File: config.mk
export PLATFORM = sky130hd
export DESIGN_NAME = tiny_acc_cpu
export DESIGN_NICKNAME = d
export VERILOG_FILES = /design/src/rtl/tiny_cpu_pkg.sv /design/src/rtl/seq_divider.sv /design/src/rtl/tiny_acc_cpu.sv
export SDC_FILE = /design/constraint.sdc
export NUM_CORES = 1
export LEC_CHECK = 0
export CAP_MARGIN = 10
export CORE_ASPECT_RATIO = 0.8
export CORE_MARGIN = 2
export CORE_UTILIZATION = 50
export DETAILED_ROUTE_END_ITERATION = 12
export GPL_ROUTABILITY_DRIVEN = 0
export PLACE_DENSITY = 0.66
export SYNTH_ARGS = -nofsm -noshare
export SYNTH_HDL_FRONTEND = slang
export SYNTH_SLANG_ARGS = --single-unit
File: constraint.sdc
create_clock -name clk -period 9.7 [get_ports clk]
set_input_delay 1.94 -clock clk [delete_from_list [all_inputs] [get_ports clk]]
set_output_delay 1.94 -clock clk [all_outputs]
set_load 0.02 [all_outputs]
File: src/rtl/tiny_cpu_pkg.sv
// tiny_cpu_pkg: shared constants for the tiny accumulator CPU.
// Holds the instruction class codes, the class-0 sub-op codes (including the
// halt encoding) and the control FSM state type.
package tiny_cpu_pkg;

    // Control FSM states
    typedef enum logic [1:0] {
        ST_IDLE = 2'd0,
        ST_RUN  = 2'd1,
        ST_DIV  = 2'd2,
        ST_HALT = 2'd3
    } state_e;

    // Instruction classes (upper nibble of the instruction)
    localparam logic [3:0] CL_SYS = 4'h0;
    localparam logic [3:0] CL_ADD = 4'h1;
    localparam logic [3:0] CL_SUB = 4'h2;
    localparam logic [3:0] CL_MUL = 4'h3;
    localparam logic [3:0] CL_DIV = 4'h4;
    localparam logic [3:0] CL_AND = 4'h5;
    localparam logic [3:0] CL_XOR = 4'h6;
    localparam logic [3:0] CL_CMP = 4'h7;
    localparam logic [3:0] CL_JMP = 4'h8;
    localparam logic [3:0] CL_LDA = 4'h9;
    localparam logic [3:0] CL_STA = 4'hA;
    localparam logic [3:0] CL_BCS = 4'hB;

    // Class-0 sub-ops, selected by the operand field
    localparam int unsigned OP_LSL  = 1;
    localparam int unsigned OP_LSR  = 2;
    localparam int unsigned OP_ROR  = 3;
    localparam int unsigned OP_ROL  = 4;
    localparam int unsigned OP_ASR  = 5;
    localparam int unsigned OP_INC  = 6;
    localparam int unsigned OP_DEC  = 7;
    localparam int unsigned OP_HALT = 15;

endpackage

File: src/rtl/seq_divider.sv
// seq_divider: restoring unsigned divider, one quotient bit per cycle.
// Ports: clk, rst_n (async active-low), start_i loads operands,
// dividend_i/divisor_i operands, done_c high during the final iteration
// cycle, quot_c/rem_c valid while done_c is high. Divide by zero yields
// quotient all-ones and remainder = dividend.
module seq_divider #(
    parameter int unsigned DATA_W = 8
) (
    input  logic              clk,
    input  logic              rst_n,
    input  logic              start_i,
    input  logic [DATA_W-1:0] dividend_i,
    input  logic [DATA_W-1:0] divisor_i,
    output logic              done_c,
    output logic [DATA_W-1:0] quot_c,
    output logic [DATA_W-1:0] rem_c
);
    localparam int unsigned CNT_W = $clog2(DATA_W + 1);

    logic [DATA_W-1:0] rem_q, quo_q, dvs_q, dvd_q;
    logic              dz_q;
    logic [CNT_W-1:0]  cnt_q;

    logic [DATA_W:0]   trial_c;
    logic              fits_c;
    logic [DATA_W-1:0] rem_nx_c, quo_nx_c;

    // One restoring step: shift in next dividend bit, subtract if it fits
    always_comb begin
        trial_c  = {rem_q, quo_q[DATA_W-1]};
        fits_c   = (trial_c >= {1'b0, dvs_q});
        rem_nx_c = fits_c ? DATA_W'(trial_c - {1'b0, dvs_q}) : trial_c[DATA_W-1:0];
        quo_nx_c = {quo_q[DATA_W-2:0], fits_c};
    end

    // Results are the next-step values so the caller can capture on the last edge
    assign done_c = (cnt_q == CNT_W'(1));
    assign quot_c = dz_q ? '1    : quo_nx_c;
    assign rem_c  = dz_q ? dvd_q : rem_nx_c;

    always_ff @(posedge clk or negedge rst_n) begin
        if (!rst_n) begin
            rem_q <= '0;
            quo_q <= '0;
            dvs_q <= '0;
            dvd_q <= '0;
            dz_q  <= 1'b0;
            cnt_q <= '0;
        end else if (start_i) begin
            rem_q <= '0;
            quo_q <= dividend_i;
            dvs_q <= divisor_i;
            dvd_q <= dividend_i;
            dz_q  <= (divisor_i == '0);
            cnt_q <= CNT_W'(DATA_W);
        end else if (cnt_q != '0) begin
            rem_q <= rem_nx_c;
            quo_q <= quo_nx_c;
            cnt_q <= cnt_q - CNT_W'(1);
        end
    end

endmodule

File: src/rtl/tiny_acc_cpu.sv
// tiny_acc_cpu: accumulator CPU with register file, loadable imem and
// an iterative divider.
// Ports: clk, pc_reset (async assert, sync release), start, load_we/load_sel/
// load_addr/load_data (program/register loading while not busy), reg_num
// (readback select), out (registered readback), ACC, pc, busy, halted.
module tiny_acc_cpu
    import tiny_cpu_pkg::*;
#(
    parameter int unsigned DATA_W = 8,
    parameter int unsigned REG_AW = 4,
    parameter int unsigned PC_W   = 4
) (
    input  logic                                   clk,
    input  logic                                   pc_reset,
    input  logic                                   start,
    input  logic                                   load_we,
    input  logic                                   load_sel,
    input  logic [((PC_W > REG_AW) ? PC_W : REG_AW)-1:0] load_addr,
    input  logic [4+REG_AW-1:0]                    load_data,
    input  logic [REG_AW:0]                        reg_num,
    output logic [DATA_W-1:0]                      out,
    output logic [DATA_W-1:0]                      ACC,
    output logic [PC_W-1:0]                        pc,
    output logic                                   busy,
    output logic                                   halted
);
    localparam int unsigned IW   = 4 + REG_AW;
    localparam int unsigned NREG = 2 ** REG_AW;
    localparam int unsigned NIM  = 2 ** PC_W;
    localparam int unsigned AW1  = DATA_W + 1;
    localparam int unsigned PW   = 2 * DATA_W;

    state_e            state_q, state_d;
    logic [DATA_W-1:0] acc_q, acc_d, ext_q, ext_d, out_q, out_d;
    logic              cb_q, cb_d, busy_q, halted_q, rst_sync_q, rst_n;
    logic [PC_W-1:0]   pc_q, pc_d;
    logic [DATA_W-1:0] regs_q [NREG];
    logic [IW-1:0]     imem_q [NIM];

    logic              rf_we_c, im_we_c, div_start_c, div_done_c;
    logic [REG_AW-1:0] rf_wa_c;
    logic [DATA_W-1:0] rf_wd_c, div_quot_c, div_rem_c;

    // Reset asserts immediately, releases on the next clk edge
    always_ff @(posedge clk or negedge pc_reset) begin
        if (!pc_reset) rst_sync_q <= 1'b0;
        else           rst_sync_q <= 1'b1;
    end
    assign rst_n = rst_sync_q;

    // Fetch/decode
    logic [IW-1:0]     inst_c;
    logic [3:0]        cls_c;
    logic [REG_AW-1:0] fld_c;
    logic [DATA_W-1:0] rf_c;
    assign inst_c = imem_q[pc_q];
    assign cls_c  = inst_c[IW-1 -: 4];
    assign fld_c  = inst_c[REG_AW-1:0];
    assign rf_c   = regs_q[fld_c];

    seq_divider #(.DATA_W(DATA_W)) u_div (
        .clk        (clk),
        .rst_n      (rst_n),
        .start_i    (div_start_c),
        .dividend_i (acc_q),
        .divisor_i  (rf_c),
        .done_c     (div_done_c),
        .quot_c     (div_quot_c),
        .rem_c      (div_rem_c)
    );

    // Next-state and datapath
    always_comb begin
        state_d     = state_q;
        acc_d       = acc_q;
        ext_d       = ext_q;
        cb_d        = cb_q;
        pc_d        = pc_q;
        rf_we_c     = 1'b0;
        rf_wa_c     = '0;
        rf_wd_c     = '0;
        im_we_c     = 1'b0;
        div_start_c = 1'b0;
        case (state_q)
            ST_IDLE, ST_HALT: begin
                if (load_we) begin
                    if (load_sel) begin
                        rf_we_c = 1'b1;
                        rf_wa_c = load_addr[REG_AW-1:0];
                        rf_wd_c = load_data[DATA_W-1:0];
                    end else begin
                        im_we_c = 1'b1;
                    end
                end
                if (start) begin
                    state_d = ST_RUN;
                    pc_d    = '0;
                end
            end
            ST_RUN: begin
                pc_d = pc_q + PC_W'(1);
                case (cls_c)
                    CL_SYS: begin
                        case (fld_c)
                            REG_AW'(OP_LSL): acc_d = {acc_q[DATA_W-2:0], 1'b0};
                            REG_AW'(OP_LSR): acc_d = {1'b0, acc_q[DATA_W-1:1]};
                            REG_AW'(OP_ROR): acc_d = {acc_q[0], acc_q[DATA_W-1:1]};
                            REG_AW'(OP_ROL): acc_d = {acc_q[DATA_W-2:0], acc_q[DATA_W-1]};
                            REG_AW'(OP_ASR): acc_d = {acc_q[DATA_W-1], acc_q[DATA_W-1:1]};
                            REG_AW'(OP_INC): {cb_d, acc_d} = {1'b0, acc_q} + AW1'(1);
                            REG_AW'(OP_DEC): begin
                                cb_d  = (acc_q == '0);
                                acc_d = acc_q - DATA_W'(1);
                            end
                            REG_AW'(OP_HALT): begin
                                state_d = ST_HALT;
                                pc_d    = pc_q;
                            end
                            default: ;
                        endcase
                    end
                    CL_ADD: {cb_d, acc_d} = {1'b0, acc_q} + {1'b0, rf_c};
                    CL_SUB: begin
                        cb_d  = (acc_q < rf_c);
                        acc_d = acc_q - rf_c;
                    end
                    CL_MUL: {ext_d, acc_d} = PW'(acc_q) * PW'(rf_c);
                    CL_DIV: begin
                        div_start_c = 1'b1;
                        state_d     = ST_DIV;
                        pc_d        = pc_q;
                    end
                    CL_AND: acc_d = acc_q & rf_c;
                    CL_XOR: acc_d = acc_q ^ rf_c;
                    CL_CMP: cb_d  = (acc_q < rf_c);
                    CL_JMP: pc_d  = fld_c[PC_W-1:0];
                    CL_LDA: acc_d = rf_c;
                    CL_STA: begin
                        rf_we_c = 1'b1;
                        rf_wa_c = fld_c;
                        rf_wd_c = acc_q;
                    end
                    CL_BCS: if (cb_q) pc_d = fld_c[PC_W-1:0];
                    default: ;
                endcase
            end
            ST_DIV: begin
                if (div_done_c) begin
                    acc_d   = div_quot_c;
                    ext_d   = div_rem_c;
                    pc_d    = pc_q + PC_W'(1);
                    state_d = ST_RUN;
                end
            end
            default: state_d = ST_IDLE;
        endcase
    end

    // Readback mux, sampled from pre-update state
    always_comb begin
        out_d = '0;
        if (!reg_num[REG_AW])                       out_d = regs_q[reg_num[REG_AW-1:0]];
        else if (reg_num[REG_AW-1:0] == '0)         out_d = ext_q;
        else if (reg_num[REG_AW-1:0] == REG_AW'(1)) out_d = DATA_W'(cb_q);
    end

    always_ff @(posedge clk or negedge rst_n) begin
        if (!rst_n) begin
            state_q  <= ST_IDLE;
            acc_q    <= '0;
            ext_q    <= '0;
            cb_q     <= 1'b0;
            pc_q     <= '0;
            out_q    <= '0;
            busy_q   <= 1'b0;
            halted_q <= 1'b0;
        end else begin
            state_q  <= state_d;
            acc_q    <= acc_d;
            ext_q    <= ext_d;
            cb_q     <= cb_d;
            pc_q     <= pc_d;
            out_q    <= out_d;
            busy_q   <= (state_d == ST_RUN) || (state_d == ST_DIV);
            halted_q <= (state_d == ST_HALT);
        end
    end

    // Register file, cleared by reset
    always_ff @(posedge clk or negedge rst_n) begin
        if (!rst_n) begin
            for (int i = 0; i < int'(NREG); i++) regs_q[i] <= '0;
        end else if (rf_we_c) begin
            regs_q[rf_wa_c] <= rf_wd_c;
        end
    end

    // Instruction memory keeps its contents across reset
    always_ff @(posedge clk) begin
        if (im_we_c && rst_n) imem_q[load_addr[PC_W-1:0]] <= load_data;
    end

    assign out    = out_q;
    assign ACC    = acc_q;
    assign pc     = pc_q;
    assign busy   = busy_q;
    assign halted = halted_q;

endmodule

==> qor.txt, run 1 <==
RSZ-0062 raised after global routing - false
Worst path max stage delay - 0.86 ns
async set-reset flop share out of synthesis - 0.609
GRT Overall Usage - 0.262
Worst setup SP type - register
Hold Buf Count CTS - 0
Iteration-0 DRC Markers - 1376
I/O pin total - 44
Final Hold Vio Count - 0
number of synthesized flops with an enable pin - 128
initial antenna violation count - 0
met3 wire length - 4860 µm
slowest cell on the critical path - dfrtp_1
Row Count - 64
Post-CTS Resized - 0
area occupied by multi-input gates - 0.00985 mm²
worst path cell trace - buf_4, mux4_2, mux2_2, o21a_2, buf_4, mux2i_1, a22oi_1, o22ai_1, a21oi_1, inv_1, nor2_1, fa_1, fa_1, fa_1, inv_1, fa_1, inv_1, ha_1, a21o_1, o21ai_0, a21oi_1, o41ai_1, mux2i_1, a31o_2
worst min path class - reg -> async
placed instance count - 2107
WS Path Type - reg -> reg
top routing layer used - met4
WL met2 - 23300 µm
actual slew at the worst max-slew pin - 1.16 ns
CP max FO - 22
synth unique cells - 84
Final setup violation count - 0
CP endpoint kind - register
wire length on met1 - 23000 µm
Seq. cell area - 0.00883 mm²
Die H - 180 µm
post-CTS setup buffers - 0
worst r2r path cells - 24
status - finished clean
area post-placement - 0.0203 mm²
remaining antenna violation count - 0
Fin Setup TNS - 0 ns
CTS tree - built
Seq/Total Area, Yosys - 0.453
Die Area - 0.0405 mm²
CP dominant cell by count - fa_1
Max Clock Skew - 0.0214 ns
Mapped Cells - 1640
Yosys reg bits - 327
synthesized net count - 1772
first-pass GRT wire length - 81100 µm
GRT overflow - 0
max-slew violations - 0
core area - 0.0383 mm²
vias in the first global route - 13400
ant diodes - 0
Max-Cap Viols - 0
worst-skew pair later-pin latency - 0.54 ns
Non-Filler Instances - 2169
CTS buffer count - 35
Tmin final - 8.12 ns
fin area - 0.0214 mm²
clock root buffer - clkbuf_16
routed via count - 13500
htree depth - 2
Fmax - 123 MHz
IO buf count - 43
clock transition at the registers of the reported paths - 0.07 ns
Slew HR - 0.223
pin count of the biggest net entering global routing - 134
top_reg_cell synth - dfrtp_1
DRT Pass-1 Iters - 5
share of layout cells above drive strength 1 - 0.193
via/cell ratio - 6.23
Horiz. Die Dim - 225 µm
Mapped Avg Cell Area - 11.9 µm²
WHS - 0.213 ns
CTS Sinks - 327
post-synthesis cell area - 0.0195 mm²
hpwl dp - 35900 µm
clock buffer depth - 3
final-stage net count - 1782
fillers - 3178
WL/cell - 24.1 µm
DRC violations left - 0
final WL - 52300 µm
Area growth syn-to-layout - 10.2%
warnings from Yosys - 0
CP Data Required Time - 10.16 ns
Final Cycle Share - 0.837
critical path arrival - 8.58 ns
initial core utilization - 0.509
[cell usage in the layout, fill, tap and decap left out, types with 11 or more instances in the layout]
| master | count |
|---|---|
| or3_1 | 11 |
| nand2b_1 | 18 |
| clkbuf_16 | 35 |
| a22o_1 | 11 |
| mux4_2 | 68 |
| nand2_1 | 124 |
| nor2b_1 | 19 |
| buf_4 | 27 |
| clkdlybuf4s50_1 | 41 |
| o22ai_1 | 13 |
| dfrtp_1 | 198 |
| and2_1 | 19 |
| a221oi_1 | 11 |
| a22oi_1 | 33 |
| a21oi_1 | 58 |
| inv_1 | 95 |
| nor3_1 | 20 |
| nand3_1 | 14 |
| o21ai_0 | 59 |
| mux2i_1 | 74 |
| a21o_1 | 11 |
| ha_1 | 71 |
| xnor2_1 | 20 |
| mux2_2 | 132 |
| edfxtp_1 | 128 |
| a31oi_1 | 14 |
| nor2_1 | 116 |
| fa_1 | 39 |
[flip-flops by register name (all words and copies together), names as in the netlist, 2 cells and up]
signal / flops
ACC: 8
ext_q: 8
imem_q: 128
out: 8
pc: 4
regs_q: 128
state_q: 2
u_div.cnt_q: 4
u_div.dvd_q: 8
u_div.dvs_q: 8
u_div.quo_q: 8
u_div.rem_q: 8
[final cells by class]
| class | instances | share of cell area |
|---|---|---|
| Multi-Input combinational cell | 1115 | 0.459 |
| Clock inverter | 18 | 0.00823 |
| Inverter | 99 | 0.0173 |
| Tap cell | 495 | 0.0289 |
| Clock buffer | 43 | 0.0441 |
| Timing Repair Buffer | 72 | 0.0305 |
| Sequential cell | 327 | 0.412 |
[path summary, 6_finish.rpt]
kind	start	to	slack, ns
max	pc[2]$_DFFE_PN0P_	ext_q[7]$_DFFE_PN0P_	1.58
min	rst_n$_DFF_PN0_	u_div.rem_q[7]$_DFFE_PN0P_	0.21
max reg2reg	pc[2]$_DFFE_PN0P_	ext_q[7]$_DFFE_PN0P_	1.58
min reg2reg	rst_n$_DFF_PN0_	u_div.rem_q[7]$_DFFE_PN0P_	0.21
max in group asynchronous	pc_reset	rst_n$_DFF_PN0_	8.05
min in group clk	u_div.dvd_q[0]$_DFFE_PN0P_	u_div.dvd_q[0]$_DFFE_PN0P_	0.47
[cells by family after synthesis]
group / after synthesis / synth area share
other cells: 1 / 0.000193
buf+inv: 198 / 0.0422
mux: 284 / 0.206
simple gates: 398 / 0.0984
compound gates: 298 / 0.104
flops: 327 / 0.453
xor+xnor: 24 / 0.0108
fa+ha+maj: 110 / 0.0857
[per-layer routing]
| metal | global-route usage | vias to the layer above |
|---|---|---|
| li1 | - | 6037 |
| met1 | 0.388 | 6766 |
| met2 | 0.392 | 621 |
| met3 | 0.0620 | 84 |
| met4 | 0.0609 | 0 |
| met5 | 0 | - |
[cell usage after synthesis, types with 5 or more instances]
cell type / n / share of area
a211o_1: 5 / 0.0022
o211ai_1: 6 / 0.0023
mux4_1: 8 / 0.011
mux2i_1: 74 / 0.038
nand2b_1: 18 / 0.0058
nand3b_1: 8 / 0.0031
or2_2: 10 / 0.0032
fa_1: 39 / 0.040
buf_2: 25 / 0.0064
dfrtp_1: 199 / 0.26
mux4_2: 68 / 0.079
and2_1: 19 / 0.0061
a22oi_1: 33 / 0.013
edfxtp_1: 128 / 0.20
o21ai_0: 60 / 0.015
a21o_1: 11 / 0.0042
mux2_2: 132 / 0.076
a211oi_1: 9 / 0.0035
clkbuf_1: 59 / 0.011
a21oi_1: 58 / 0.015
o21a_1: 9 / 0.0035
inv_1: 95 / 0.018
nand2_1: 124 / 0.024
ha_1: 71 / 0.046
a2111oi_0: 6 / 0.0027
and3_1: 10 / 0.0032
nor2_1: 117 / 0.023
o31ai_1: 9 / 0.0035
nor2b_1: 19 / 0.0061
o21bai_1: 8 / 0.0031
or3_1: 11 / 0.0035
xnor2_1: 20 / 0.0090
buf_1: 8 / 0.0015
a31oi_1: 14 / 0.0045
a221oi_1: 11 / 0.0049
nand3_1: 14 / 0.0036
nor3_1: 23 / 0.0059
o22ai_1: 13 / 0.0042
a22o_1: 11 / 0.0049
[critical path, delay by kind of cell (launching register included)]
| kind | cells | cell delay [ns] |
|---|---|---|
| compound gates | 9 | 2.52 |
| fa+ha+maj | 5 | 2.36 |
| buf+inv | 5 | 1.06 |
| flops | 1 | 0.86 |
| mux | 4 | 1.00 |
| simple gates | 1 | 0.20 |
[stage by stage]
stage                     utilization  setup WS, ns
final                           0.560          1.58
after global routing            0.560          1.04
after CTS                       0.560          1.55
after detailed placement        0.531          1.57
after global placement          0.531          1.75
after floorplan                     -          2.62
Power of run 1 is left out: the tool's default activity adds up to more than one toggle a clock period on the data nets, which glitch-free logic cannot reach.
==> run 2: changes to the inputs <==
==> constraint.sdc (replaced) <==
create_clock -name clk -period 8.15 [get_ports clk]
set_input_delay 1.63 -clock clk [delete_from_list [all_inputs] [get_ports clk]]
set_output_delay 1.63 -clock clk [all_outputs]
set_load 0.02 [all_outputs]
==> run 2 against run 1 <==
  * Die area unchanged
  * Utilization increased by 0.19 points
  * Sequential share of layout area decreased by 0.12 points
  * Non-clock buffer count increased by 11
==> qor.txt, run 2 (same netlist as run 1, synthesis figures left out) <==
CTS buffer count - 35 (unchanged)
slowest cell on the critical path - mux4_2
Horiz. Die Dim - 225 µm (unchanged)
routed via count - 13700 (+1.5%)
leading cell type in the layout, fill and taps excluded - dfrtp_1
Max Clock Skew - 0.0193 ns (-0.00214 ns)
worst min path class - reg -> async
first-pass GRT wire length - 82600 µm (+1.8%)
via/cell ratio - 6.28 (+0.90%)
actual slew at the worst max-slew pin - 1.21 ns (+0.0444 ns)
worst-skew pair later-pin latency - 0.54 ns (about the same)
status - finished clean
clock buffer depth - 3 (unchanged)
Fin Setup TNS - 0 ns (unchanged)
WL/cell - 24.5 µm (+1.5%)
Iteration-0 DRC Markers - 1476 (+7.3%)
GRT overflow - 0 (unchanged)
CP endpoint kind - register
Fmax - 133 MHz (+8.2%)
final-stage net count - 1793 (+0.62%)
hpwl dp - 37100 µm (+3.5%)
vias in the first global route - 13400 (+0.097%)
clock transition at the registers of the reported paths - 0.07 ns (about the same)
CP Data Required Time - 8.57 ns (-1.59 ns)
Worst Path Buf+Inv - 5 (unchanged)
remaining antenna violation count - 0 (unchanged)
clock root buffer - clkbuf_16
Slew HR - 0.194 (-0.0297)
I/O pin total - 44 (unchanged)
CTS Sinks - 327 (unchanged)
Worst path max stage delay - 0.70 ns (-0.16 ns)
DRT Pass-1 Iters - 5 (unchanged)
Final Cycle Share - 0.920 (+0.0833)
Max-Cap Viols - 0 (unchanged)
share of layout cells above drive strength 1 - 0.200 (+0.00693)
final WL - 53400 µm (+2.1%)
worst path cell trace - buf_12, mux4_2, mux4_2, buf_4, mux2i_1, a22o_1, a221o_1, inv_1, nor2_1, fa_1, fa_1, inv_1, fa_1, fa_1, inv_1, ha_1, o21a_1, o21ai_0, a21oi_1, o21ai_0, a21oi_1, o41ai_1, mux2i_1, a31o_2
CP max FO - 23 (+4.5%)
WS Path Type - reg -> reg
max-slew violations - 0 (unchanged)
Final setup violation count - 0 (unchanged)
Die H - 180 µm (unchanged)
Top delay family on crit path - compound AO/OA/AOI/OAI gates
CP dominant cell by count - fa_1
pin count of the biggest net entering global routing - 65 (-51%)
initial antenna violation count - 0 (unchanged)
initial core utilization - 0.509 (unchanged)
RSZ-0062 raised after global routing - false
Area growth syn-to-layout - 10.6%
Worst setup SP type - register
htree depth - 2 (unchanged)
fillers - 3194 (+0.50%)
Final Hold Vio Count - 0 (unchanged)
IO buf count - 43 (unchanged)
Die Area - 0.0405 mm² (unchanged)
Tmin final - 7.50 ns (-0.618 ns)
CTS tree - built
GRT Overall Usage - 0.268 (+0.00552)
ant diodes - 0 (unchanged)
core area - 0.0383 mm² (unchanged)
DRC violations left - 0 (unchanged)
highest-count cells in the layout ignoring fill and taps - 194 x dfrtp_1, 132 x mux2_2, 128 x edfxtp_1
critical path arrival - 7.92 ns (-0.66 ns)
Row Count - 64 (unchanged)
-- run 2: worst reg2reg max path: cells and delay by family (launching register included) --
| family | cells | cell delay [ns] |
|---|---|---|
| muxes | 4 | 1.34 |
| and+or+nand+nor | 1 | 0.09 |
| AOI/OAI and AO/OA | 9 | 2.27 |
| DFF | 1 | 0.53 |
| buffers and inverters | 5 | 0.97 |
| adders and majority gates | 5 | 2.18 |
-- run 2: final timing paths --
check	startpoint	endpoint	slack (ns)	cells after the start
setup / recovery	pc[2]$_DFFE_PN0P_	ext_q[7]$_DFFE_PN0P_	0.65	24
hold / removal	rst_n$_DFF_PN0_	regs_q[51]$_DFFE_PN0P_	0.29	0
setup reg to reg	pc[2]$_DFFE_PN0P_	ext_q[7]$_DFFE_PN0P_	0.65	24
hold reg to reg	rst_n$_DFF_PN0_	regs_q[51]$_DFFE_PN0P_	0.29	0
max in group asynchronous	rst_n$_DFF_PN0_	pc[1]$_DFFE_PN0P_	5.98	2
min in group clk	u_div.dvd_q[0]$_DFFE_PN0P_	u_div.dvd_q[0]$_DFFE_PN0P_	0.48	2
-- run 2: metal layers --
| layer | share of wire | global-route usage | up-vias |
|---|---|---|---|
| met5 | 0 | 0 | - |
| met4 | 0.022 | 0.0697 | 0 |
| met3 | 0.074 | 0.0484 | 84 |
| li1 | - | - | 6058 |
| met2 | 0.45 | 0.403 | 632 |
| met1 | 0.45 | 0.401 | 6931 |
-- run 2: timing repair --
item / 4_1_cts / 5_1_grt
hold buffers: 0 / 0
endpoints found under the setup margin: 0 / 2
gates resized for setup: 0 / 8
endpoints found under the hold margin: 0 / 0
buffers inserted: 0 / 0
-- run 2: final cells by class --
type,count,area (µm²),area share
timing repair buffer,83,746,0.0346
inverter,99,372,0.0173
clock buffer,46,947,0.0440
multi-input combinational,1115,9870,0.458
clock inverter,16,139,0.00645
tap,495,619,0.0288
sequential,327,8830,0.410
-- run 2: stage by stage --
stage          cells  utilization  worst slack, ns  hold slack [ns]  cell area [µm²]
3_3_place_gp    2119        0.533            0.655            0.295            20400
3_5_place_dp    2119        0.533            0.465            0.299            20400
6_report        2181        0.562            0.649            0.285            21500
5_1_grt         2181        0.562           0.0934            0.339            21500
2_1_floorplan   1640            -             1.07            0.441            19500
4_1_cts         2181        0.562            0.405            0.303            21500
Power of run 2 is left out for the same reason.
==> run 3: changes to the inputs <==
--- a/config.mk
+++ b/config.mk
@@ -8,10 +8,10 @@
 export CAP_MARGIN = 10
 export CORE_ASPECT_RATIO = 0.8
 export CORE_MARGIN = 2
-export CORE_UTILIZATION = 50
+export CORE_UTILIZATION = 60
 export DETAILED_ROUTE_END_ITERATION = 12
 export GPL_ROUTABILITY_DRIVEN = 0
-export PLACE_DENSITY = 0.66
+export PLACE_DENSITY = 0.77
 export SYNTH_ARGS = -nofsm -noshare
 export SYNTH_HDL_FRONTEND = slang
 export SYNTH_SLANG_ARGS = --single-unit
==> run 3 against run 2 <==
  * Non-clock buffer count decreased by 2
  * Cell count decreased by 3.6%
  * First-iteration DRC count grew 15%
  * Critical path depth down 2
  * Utilization grew 11 points
  * Setup slack got worse by 0.11 ns
  * Via count rose by 1.5%
==> qor.txt, run 3 (same netlist as run 1, synthesis figures left out) <==
status - finished clean
fillers - 2310 (-28%)
Tmin final - 7.62 ns (+0.115 ns)
first-pass GRT wire length - 81500 µm (-1.4%)
clock transition at the registers of the reported paths - 0.07 ns (about the same)
Slew HR - 0.206 (+0.0120)
Global Route met3 Usage - 0.0687 (+0.0203)
CTS buffer count - 34 (-2.9%)
initial core utilization - 0.614 (+0.105)
Die H - 165 µm (-8.5%)
Non-Filler Instances - 2102 (-3.6%)
Max-Cap Viols - 0 (unchanged)
actual slew at the worst max-slew pin - 1.19 ns (-0.0179 ns)
share of layout cells above drive strength 1 - 0.199 (-0.000714)
htree depth - 2 (unchanged)
Final Hold Vio Count - 0 (unchanged)
CP endpoint kind - register
Final Cycle Share - 0.935 (+0.0141)
pin count of the biggest net entering global routing - 162 (+150%)
Die Area - 0.0339 mm² (-16%)
worst r2r path cells - 22 (-8.3%)
final WL - 51600 µm (-3.3%)
routed via count - 13900 (+1.5%)
GRT met1 Usage - 0.452 (+0.0511)
remaining antenna violation count - 0 (unchanged)
clock root buffer - clkbuf_16
Worst setup SP type - register
Fmax - 131 MHz (-1.5%)
WL/cell - 24.6 µm (+0.35%)
final-stage net count - 1790 (-0.17%)
highest-count cells in the layout ignoring fill and taps - 195 x dfrtp_1, 132 x mux2_2, 128 x edfxtp_1
Final setup violation count - 0 (unchanged)
Fin Setup TNS - 0 ns (unchanged)
Iteration-0 DRC Markers - 1703 (+15%)
core area - 0.0317 mm² (-17%)
max-slew violations - 0 (unchanged)
CP Data Required Time - 8.60 ns (+0.03 ns)
GRT Overall Usage - 0.318 (+0.0500)
vias in the first global route - 14000 (+4.7%)
placed instance count - 2038 (-3.8%)
CTS Sinks - 327 (unchanged)
met2 Track Usage GR - 0.492 (+0.0895)
Row Count - 58 (-9.4%)
Most Used Layer, Global Route - met2
DRC violations left - 0 (unchanged)
Horiz. Die Dim - 205 µm (-8.6%)
RSZ-0062 raised after global routing - false
ant diodes - 0 (unchanged)
clock buffer depth - 3 (unchanged)
worst min path class - reg -> async
CP max FO - 24 (+4.3%)
IO buf count - 43 (unchanged)
WS Path Type - reg -> reg
Area growth syn-to-layout - 9.92%
critical path arrival - 8.07 ns (+0.15 ns)
leading cell type in the layout, fill and taps excluded - dfrtp_1
via/cell ratio - 6.62 (+5.4%)
worst-skew pair later-pin latency - 0.54 ns (about the same)
CTS tree - built
initial antenna violation count - 0 (unchanged)
hpwl dp - 35000 µm (-5.7%)
DRT Pass-1 Iters - 7 (+2)
GRT overflow - 0 (unchanged)
I/O pin total - 44 (unchanged)
Max Clock Skew - 0.0308 ns (+0.0115 ns)
==> run 3: cell count changes in the layout (fill, tap and decap cells not counted), moves of 2 or more <==
cell      change
clkinv_1      -3
buf_4         -2
clkinv_8      +2
inv_16        -2
clkinv_2      +2
==> run 3: through the flow <==
| step | setup slack, ns | cell area, µm² | hold slack [ns] | utilization |
|---|---|---|---|---|
| 2_1_floorplan | 1.07 | 19500 | 0.441 | - |
| 3_3_place_gp | 0.582 | 20300 | 0.358 | 0.640 |
| 3_5_place_dp | 0.362 | 20300 | 0.358 | 0.640 |
| 4_1_cts | 0.291 | 21400 | 0.365 | 0.673 |
| 5_1_grt | 0.0145 | 21400 | 0.399 | 0.675 |
| 6_report | 0.534 | 21400 | 0.342 | 0.675 |
==> run 3: worst paths after layout <==
check / start / to / slack, ns
worst max-delay path: pc[0]$_DFFE_PN0P_ / ext_q[7]$_DFFE_PN0P_ / 0.53
worst min-delay path: rst_n$_DFF_PN0_ / regs_q[71]$_DFFE_PN0P_ / 0.34
worst max register to register: pc[0]$_DFFE_PN0P_ / ext_q[7]$_DFFE_PN0P_ / 0.53
worst min register to register: rst_n$_DFF_PN0_ / regs_q[71]$_DFFE_PN0P_ / 0.34
max in group asynchronous: rst_n$_DFF_PN0_ / u_div.dvd_q[1]$_DFFE_PN0P_ / 6.43
min in group clk: u_div.dvd_q[3]$_DFFE_PN0P_ / u_div.dvd_q[3]$_DFFE_PN0P_ / 0.48
==> run 3: repair_timing <==
| action | in CTS | in global routing |
|---|---|---|
| hold endpoints to repair | 0 | 0 |
| setup endpoints to repair | 0 | 7 |
| setup buffers | 0 | 4 |
| gates resized for setup | 0 | 5 |
| hold buffers | 0 | 0 |
==> run 3: worst max-delay path, cell delays in order (launching register included) <==
cell,delay [ns]
dfrtp_2,0.63
mux4_2,0.58
mux4_2,0.77
or3_1,0.67
o22ai_1,0.28
a21oi_1,0.17
inv_1,0.24
nor2_1,0.09
fa_1,0.46
fa_1,0.50
inv_1,0.06
fa_1,0.49
fa_1,0.49
inv_1,0.04
ha_1,0.31
o21a_1,0.13
o21ai_0,0.27
a21oi_1,0.12
o21ai_0,0.33
a21oi_1,0.16
o41ai_1,0.34
mux2i_1,0.23
a31o_2,0.15
==> run 3: area by class of cell <==
| class | count | area [µm²] | share of cell area |
|---|---|---|---|
| Clock inverter | 15 | 130 | 0.00608 |
| Sequential cell | 327 | 8830 | 0.413 |
| Clock buffer | 45 | 943 | 0.0441 |
| Inverter | 99 | 372 | 0.0174 |
| Multi-Input combinational cell | 1115 | 9870 | 0.461 |
| Timing Repair Buffer | 81 | 731 | 0.0341 |
| Tap cell | 420 | 526 | 0.0246 |
==> run 3: layer usage <==
metal,vias up,wire length [µm]
met5,-,0
met1,7008,21600
met4,0,1430
met3,117,4980
li1,6065,-
met2,727,23600
Power of run 3 is left out for the same reason.
